`config.mk`:
```
export PLATFORM = sky130hd
export DESIGN_NAME = auth_controller
export DESIGN_NICKNAME = d
export VERILOG_FILES = /design/src/rtl/auth_controller.sv
export SDC_FILE = /design/constraint.sdc
export NUM_CORES = 1
export LEC_CHECK = 0
export BUFFER_PORTS_ARGS = -buffer_cell sky130_fd_sc_hd__buf_2
export CAP_MARGIN = 20
export CORE_ASPECT_RATIO = 1.75
export CORE_UTILIZATION = 30
export DETAILED_ROUTE_END_ITERATION = 8
export PLACE_DENSITY = 0.49
export SYNTH_ARGS = -nofsm -noshare
export SYNTH_HDL_FRONTEND = slang
export SYNTH_SLANG_ARGS = --single-unit
```
`constraint.sdc`:
```
create_clock -name clk -period 5.1 [get_ports clk]
set_clock_uncertainty 0.15 [all_clocks]
set_input_delay 1.02 -clock clk [delete_from_list [all_inputs] [get_ports clk]]
set_output_delay 1.02 -clock clk [all_outputs]
set_load 0.005 [all_outputs]
```
`src/rtl/auth_controller.sv`:
```
// Reader-side challenge/response authentication FSM: PSK load, nonce, NFC exchange, AES verify.
// Define MUTUAL_AUTH_EN to send the encrypted reader proof back to the card after a good verify.
module auth_controller #(
  parameter logic [6:0] KEY_BASE_ADDR = 7'd0,
  parameter logic [5:0] NFC_CHAL_ADDR = 6'h00,
  parameter logic [5:0] NFC_RESP_ADDR = 6'h10,
  parameter logic [5:0] NFC_ACK_ADDR  = 6'h20
) (
  input  logic         clk,
  input  logic         rst_n,
  input  logic         start_auth,
  output logic         key_load_req,
  output logic [6:0]   key_addr,
  input  logic [7:0]   key_data,
  input  logic         key_data_valid,
  output logic         auth_success,
  output logic         auth_failed,
  output logic         auth_busy,
  output logic [127:0] card_id,
  output logic         card_id_valid,
  output logic         aes_start,
  output logic         aes_mode,
  output logic [127:0] aes_key,
  output logic [127:0] aes_block_in,
  input  logic [127:0] aes_block_out,
  input  logic         aes_done,
  output logic         nonce_req,
  input  logic         nonce_valid,
  input  logic [63:0]  nonce,
  output logic         nfc_cmd_valid,
  input  logic         nfc_cmd_ready,
  output logic         nfc_cmd_write,
  output logic [5:0]   nfc_cmd_addr,
  output logic [7:0]   nfc_cmd_wdata,
  input  logic [7:0]   nfc_cmd_rdata,
  input  logic         nfc_cmd_done,
  output logic         timeout_start,
  input  logic         timeout_occurred
);

  typedef enum logic [4:0] {
    IDLE, KEY_REQ, KEY_WAIT, NONCE_REQ, NONCE_WAIT, TX_RN, TX_RN_WAIT,
    RX_RESP, RX_RESP_WAIT, DEC_START, DEC_WAIT, VERIFY, ENC_START, ENC_WAIT,
    TX_ACK, TX_ACK_WAIT, SUCCESS, FAIL
  } state_t;

  state_t         state_q;
  logic [3:0]     cnt_q;
  logic [63:0]    rn_q;
  logic [127:0]   resp_q;
  logic [127:0]   p_q;
  logic           acc_q;

  logic           nfc_acc;
  logic           nfc_cpl;
  logic           to_win;
  logic [6:0]     sh16;
  logic [5:0]     sh8;

  // A command may complete in its acceptance cycle or any later cycle.
  assign nfc_acc = nfc_cmd_valid && nfc_cmd_ready;
  assign nfc_cpl = nfc_cmd_done && (acc_q || nfc_acc);
  assign to_win  = (state_q >= TX_RN) && (state_q <= TX_ACK_WAIT);
  // Byte i of a big-endian word lives at bit offset 8*(N-1-i).
  assign sh16    = {~cnt_q, 3'b000};
  assign sh8     = {~cnt_q[2:0], 3'b000};

  always_ff @(posedge clk or negedge rst_n) begin
    if (!rst_n) begin
      state_q       <= IDLE;
      cnt_q         <= '0;
      rn_q          <= '0;
      resp_q        <= '0;
      p_q           <= '0;
      acc_q         <= 1'b0;
      key_load_req  <= 1'b0;
      key_addr      <= '0;
      auth_success  <= 1'b0;
      auth_failed   <= 1'b0;
      auth_busy     <= 1'b0;
      card_id       <= '0;
      card_id_valid <= 1'b0;
      aes_start     <= 1'b0;
      aes_mode      <= 1'b0;
      aes_key       <= '0;
      aes_block_in  <= '0;
      nonce_req     <= 1'b0;
      nfc_cmd_valid <= 1'b0;
      nfc_cmd_write <= 1'b0;
      nfc_cmd_addr  <= '0;
      nfc_cmd_wdata <= '0;
      timeout_start <= 1'b0;
    end else begin
      key_load_req  <= 1'b0;
      nonce_req     <= 1'b0;
      aes_start     <= 1'b0;
      timeout_start <= 1'b0;
      if (to_win && timeout_occurred) begin
        state_q       <= FAIL;
        auth_failed   <= 1'b1;
        auth_busy     <= 1'b0;
        card_id_valid <= 1'b0;
        nfc_cmd_valid <= 1'b0;
        acc_q         <= 1'b0;
      end else begin
        case (state_q)
          IDLE, SUCCESS, FAIL: begin
            if (start_auth) begin
              auth_success  <= 1'b0;
              auth_failed   <= 1'b0;
              card_id_valid <= 1'b0;
              cnt_q         <= '0;
              auth_busy     <= 1'b1;
              state_q       <= KEY_REQ;
            end
          end
          KEY_REQ: begin
            key_load_req <= 1'b1;
            key_addr     <= KEY_BASE_ADDR + {3'b000, cnt_q};
            state_q      <= KEY_WAIT;
          end
          KEY_WAIT: begin
            if (key_data_valid) begin
              aes_key[sh16 +: 8] <= key_data;
              cnt_q              <= cnt_q + 4'd1;
              state_q            <= (cnt_q == 4'd15) ? NONCE_REQ : KEY_REQ;
            end
          end
          NONCE_REQ: begin
            nonce_req <= 1'b1;
            state_q   <= NONCE_WAIT;
          end
          NONCE_WAIT: begin
            if (nonce_valid) begin
              rn_q    <= nonce;
              cnt_q   <= '0;
              state_q <= TX_RN;
            end
          end
          TX_RN: begin
            nfc_cmd_valid <= 1'b1;
            nfc_cmd_write <= 1'b1;
            nfc_cmd_addr  <= NFC_CHAL_ADDR + {2'b00, cnt_q};
            nfc_cmd_wdata <= rn_q[sh8 +: 8];
            state_q       <= TX_RN_WAIT;
          end
          RX_RESP: begin
            nfc_cmd_valid <= 1'b1;
            nfc_cmd_write <= 1'b0;
            nfc_cmd_addr  <= NFC_RESP_ADDR + {2'b00, cnt_q};
            state_q       <= RX_RESP_WAIT;
          end
          TX_ACK: begin
            nfc_cmd_valid <= 1'b1;
            nfc_cmd_write <= 1'b1;
            nfc_cmd_addr  <= NFC_ACK_ADDR + {2'b00, cnt_q};
            nfc_cmd_wdata <= resp_q[sh16 +: 8];
            state_q       <= TX_ACK_WAIT;
          end
          TX_RN_WAIT, RX_RESP_WAIT, TX_ACK_WAIT: begin
            if (nfc_cpl) begin
              nfc_cmd_valid <= 1'b0;
              acc_q         <= 1'b0;
              cnt_q         <= cnt_q + 4'd1;
              if (state_q == TX_RN_WAIT) begin
                if (cnt_q == 4'd7) begin
                  cnt_q         <= '0;
                  timeout_start <= 1'b1;
                  state_q       <= RX_RESP;
                end else begin
                  state_q <= TX_RN;
                end
              end else if (state_q == RX_RESP_WAIT) begin
                resp_q[sh16 +: 8] <= nfc_cmd_rdata;
                state_q           <= (cnt_q == 4'd15) ? DEC_START : RX_RESP;
              end else if (cnt_q == 4'd15) begin
                auth_success  <= 1'b1;
                card_id_valid <= 1'b1;
                auth_busy     <= 1'b0;
                state_q       <= SUCCESS;
              end else begin
                state_q <= TX_ACK;
              end
            end else if (nfc_acc) begin
              nfc_cmd_valid <= 1'b0;
              acc_q         <= 1'b1;
            end
          end
          DEC_START: begin
            aes_start    <= 1'b1;
            aes_mode     <= 1'b0;
            aes_block_in <= resp_q;
            state_q      <= DEC_WAIT;
          end
          DEC_WAIT: begin
            if (aes_done) begin
              p_q     <= aes_block_out;
              state_q <= VERIFY;
            end
          end
          VERIFY: begin
            if (p_q[127:64] == rn_q) begin
              card_id <= p_q;
`ifdef MUTUAL_AUTH_EN
              state_q <= ENC_START;
`else
              auth_success  <= 1'b1;
              card_id_valid <= 1'b1;
              auth_busy     <= 1'b0;
              state_q       <= SUCCESS;
`endif
            end else begin
              auth_failed   <= 1'b1;
              auth_busy     <= 1'b0;
              card_id_valid <= 1'b0;
              state_q       <= FAIL;
            end
          end
          ENC_START: begin
            aes_start    <= 1'b1;
            aes_mode     <= 1'b1;
            aes_block_in <= {p_q[63:0], rn_q};
            state_q      <= ENC_WAIT;
          end
          ENC_WAIT: begin
            // The proof reuses the response buffer; the response is no longer needed.
            if (aes_done) begin
              resp_q  <= aes_block_out;
              cnt_q   <= '0;
              state_q <= TX_ACK;
            end
          end
          default: state_q <= IDLE;
        endcase
      end
    end
  end

endmodule

```
==> results.json <==
{
  "first_pass_iters": 8,
  "post-route-util": 0.369,
  "drive_gt1_frac": 0.382,
  "hold_class": "in2async",
  "die-area_sq_um": 114000,
  "synth_top_family_by_area": "multiplexers",
  "mappedNetlistArea_sq_um": 33800,
  "leakagePower_uw": 0.0210,
  "setup-tns-final_ns": 0,
  "cts_buffers": 78,
  "synth_sequential_area_ratio": 0.550,
  "postCtsSetupRepairBufs": 0,
  "status": "finished clean",
  "grt_start_max_net_pins": 170,
  "dp_hpwl_mm": 121,
  "setup_slack_ns": 1.47,
  "synthMuxAreaShare": 0.217,
  "path_max_fanout": 24,
  "path_clk_slew_ns": 0.07,
  "synth-compound-area-share": 0.0997,
  "cap_violations": 0,
  "cts_max_level": 3,
  "ys_async_sr_fraction": 1.00,
  "clockBufferDepth": 3,
  "die_h_um": 446,
  "start_util": 0.303,
  "synthTopCellsByArea": "dfrtp_1 55%, mux2_2 9.2%, mux2_4 5.3%",
  "grt_usage": 0.269,
  "drt_iter0_markers": 1999,
  "cts_tree": "done",
  "num_rows": 162,
  "port_buffers": 629,
  "yosys.area_share.simple": 0.0766,
  "cts.sinks": 743,
  "synth-main-ff-cell": "dfrtp_1",
  "fin_area_sq_um": 41100,
  "grt_pass1_wl_mm": 214,
  "num_io_pins": 633,
  "postSynthCellCount": 2769,
  "slew_viol_final": 0,
  "ir_drop_uv": 314,
  "setup_viol": 0,
  "fp.dieW_um": 256,
  "grt_overflow": 0,
  "grt_pass1_vias": 25532,
  "antenna_found_initial": 38,
  "synth_adder_area_share": 0.00185,
  "n_fill_cell": 11089,
  "insertion_delay_ns": 0.70,
  "drc": 0,
  "max_stage_delay_ns": 0.81,
  "fin_crit_sh": 0.712,
  "wirelength_mm": 155,
  "drt-vias-per-instance": 5.21,
  "required_ns": 5.56,
  "hold_viol": 0,
  "ant_nets": 0,
  "synth_top_area_cell": "dfrtp_1",
  "root_buffer": "clkbuf_16",
  "yosys_warnings": 0,
  "cts_resized": 0,
  "worstPathCellList": "inv_1, ha_1, nor3_2, nor3b_2, a22oi_1, a21oi_1",
  "cp.arrival_ns": 4.10,
  "post-route-min-period_ns": 3.63,
  "yosys.area.top_type_share": 0.550,
  "critical_path.top_delay_family": "simple AND/OR/NAND/NOR gates",
  "cp-end-kind": "register",
  "ctsHoldBuffers": 0,
  "synth_xor_area_frac": 0.0168,
  "rsz0062_at_grt": "false",
  "core_area_sq_um": 111000,
  "critical_path_class": "reg2reg",
  "critPathSlowestCell": "dfrtp_2",
  "path_buf_inv": 1,
  "maxSlewHeadroom": 0.0671,
  "synthDistinctLibCells": 75,
  "post-place-ws_ns": 1.45,
  "power_density_nw_per_um2": 452,
  "synth-seq-cells": 743,
  "critPathLaunchType": "register",
  "max_clock_freq_mhz": 275,
  "place_area_sq_um": 38400,
  "ys_top_cells_by_count": "743 x dfrtp_1, 299 x nand2_1, 276 x mux2_2",
  "syn_avg_cell_area_sq_um": 12.2,
  "synth_edf_count": 0,
  "syn_to_final_growth_pct": 21.6,
  "synth_most_common_cell": "dfrtp_1",
  "avgRoutedWirePerCell_um": 31.8,
  "gp_congestion": 0.958,
  "dr_total_vias": 25438,
  "nets": 3554,
  "worstMarginPinSlew_ns": 1.40
}
## report_power, final
| part | total, uW | internal (uW) | switching [uW] |
|---|---|---|---|
| Clock | 6130 | 3490 | 2640 |
| Combinational | 3700 | 1690 | 2010 |
| Sequential | 8740 | 6900 | 1840 |
| Total | 18600 | 12100 | 6490 |
## placed cells by master, fill, tap and decap left out, types with 40 or more instances in the layout
cell type / instances
o21ai_0: 264
mux2_2: 276
buf_2: 628
nand2_1: 299
mux4_2: 48
dfrtp_1: 741
nor2_1: 99
xor2_1: 64
buf_4: 45
mux2i_1: 136
inv_1: 40
mux2_4: 120
a22o_1: 41
a22oi_1: 72
nand3_1: 50
clkbuf_16: 79
a21oi_1: 104
## registers in the layout, summed over array words and instances, names as in the netlist, 4 cells and up
signal and flops:
aes_block_in 128, aes_key 128, card_id 128, cnt_q 4, key_addr 4, nfc_cmd_addr 6, nfc_cmd_wdata 8, p_q 128
resp_q 128, rn_q 64, state_q 5
## cell families after synthesis
group                    count (synthesis)
XOR/XNOR                                65
multiplexers                           580
other                                    1
adder cells (fa/ha/maj)                  5
AO/OA/AOI/OAI                          560
flip-flops                             743
AND/OR/NAND/NOR                        566
buffers and inverters                  249
## per-layer routing
metal  global-route usage  vias to the layer above  part of all wire
li1                     -                    11016                 -
met1                0.296                    12944              0.36
met2                0.472                     1129              0.51
met3               0.0554                      313             0.061
met4                0.171                       36             0.068
met5                    0                        -            0.0013
## area by class of cell
class | count | area (sq um) | area share
diodes | 10 | 25.0 | 0.000609
clock buffers | 111 | 2240 | 0.0544
clock inverters | 31 | 433 | 0.0105
inverters | 40 | 150 | 0.00365
multi-input cells | 1779 | 14000 | 0.341
flip-flops and latches | 743 | 18600 | 0.452
well taps | 1476 | 1850 | 0.0449
repair buffers | 690 | 3820 | 0.0928
## per-stage QoR
stage,total power [uW],instances,hold slack [ns]
6_report,18600,4880,0.245
5_1_grt,19200,4879,0.305
4_1_cts,18700,4869,0.289
3_5_place_dp,12500,4727,0.315
3_3_place_gp,12500,4727,0.307
2_1_floorplan,10000,2771,0.318
## final timing paths
check	start	endpoint	slack, ns	cells past startpoint
max	cnt_q[1]	resp_q[120]	1.47	6
min	rst_n	card_id[33]	0.24	1
max reg2reg	cnt_q[1]	resp_q[120]	1.47	6
min reg2reg	key_addr[0]	key_addr[0]	0.32	2
max in group asynchronous	rst_n	aes_block_in[49]	3.32	2
min in group clk	key_addr[0]	key_addr[0]	0.32	2
No activity file was read; power rests on OpenSTA's default activity.
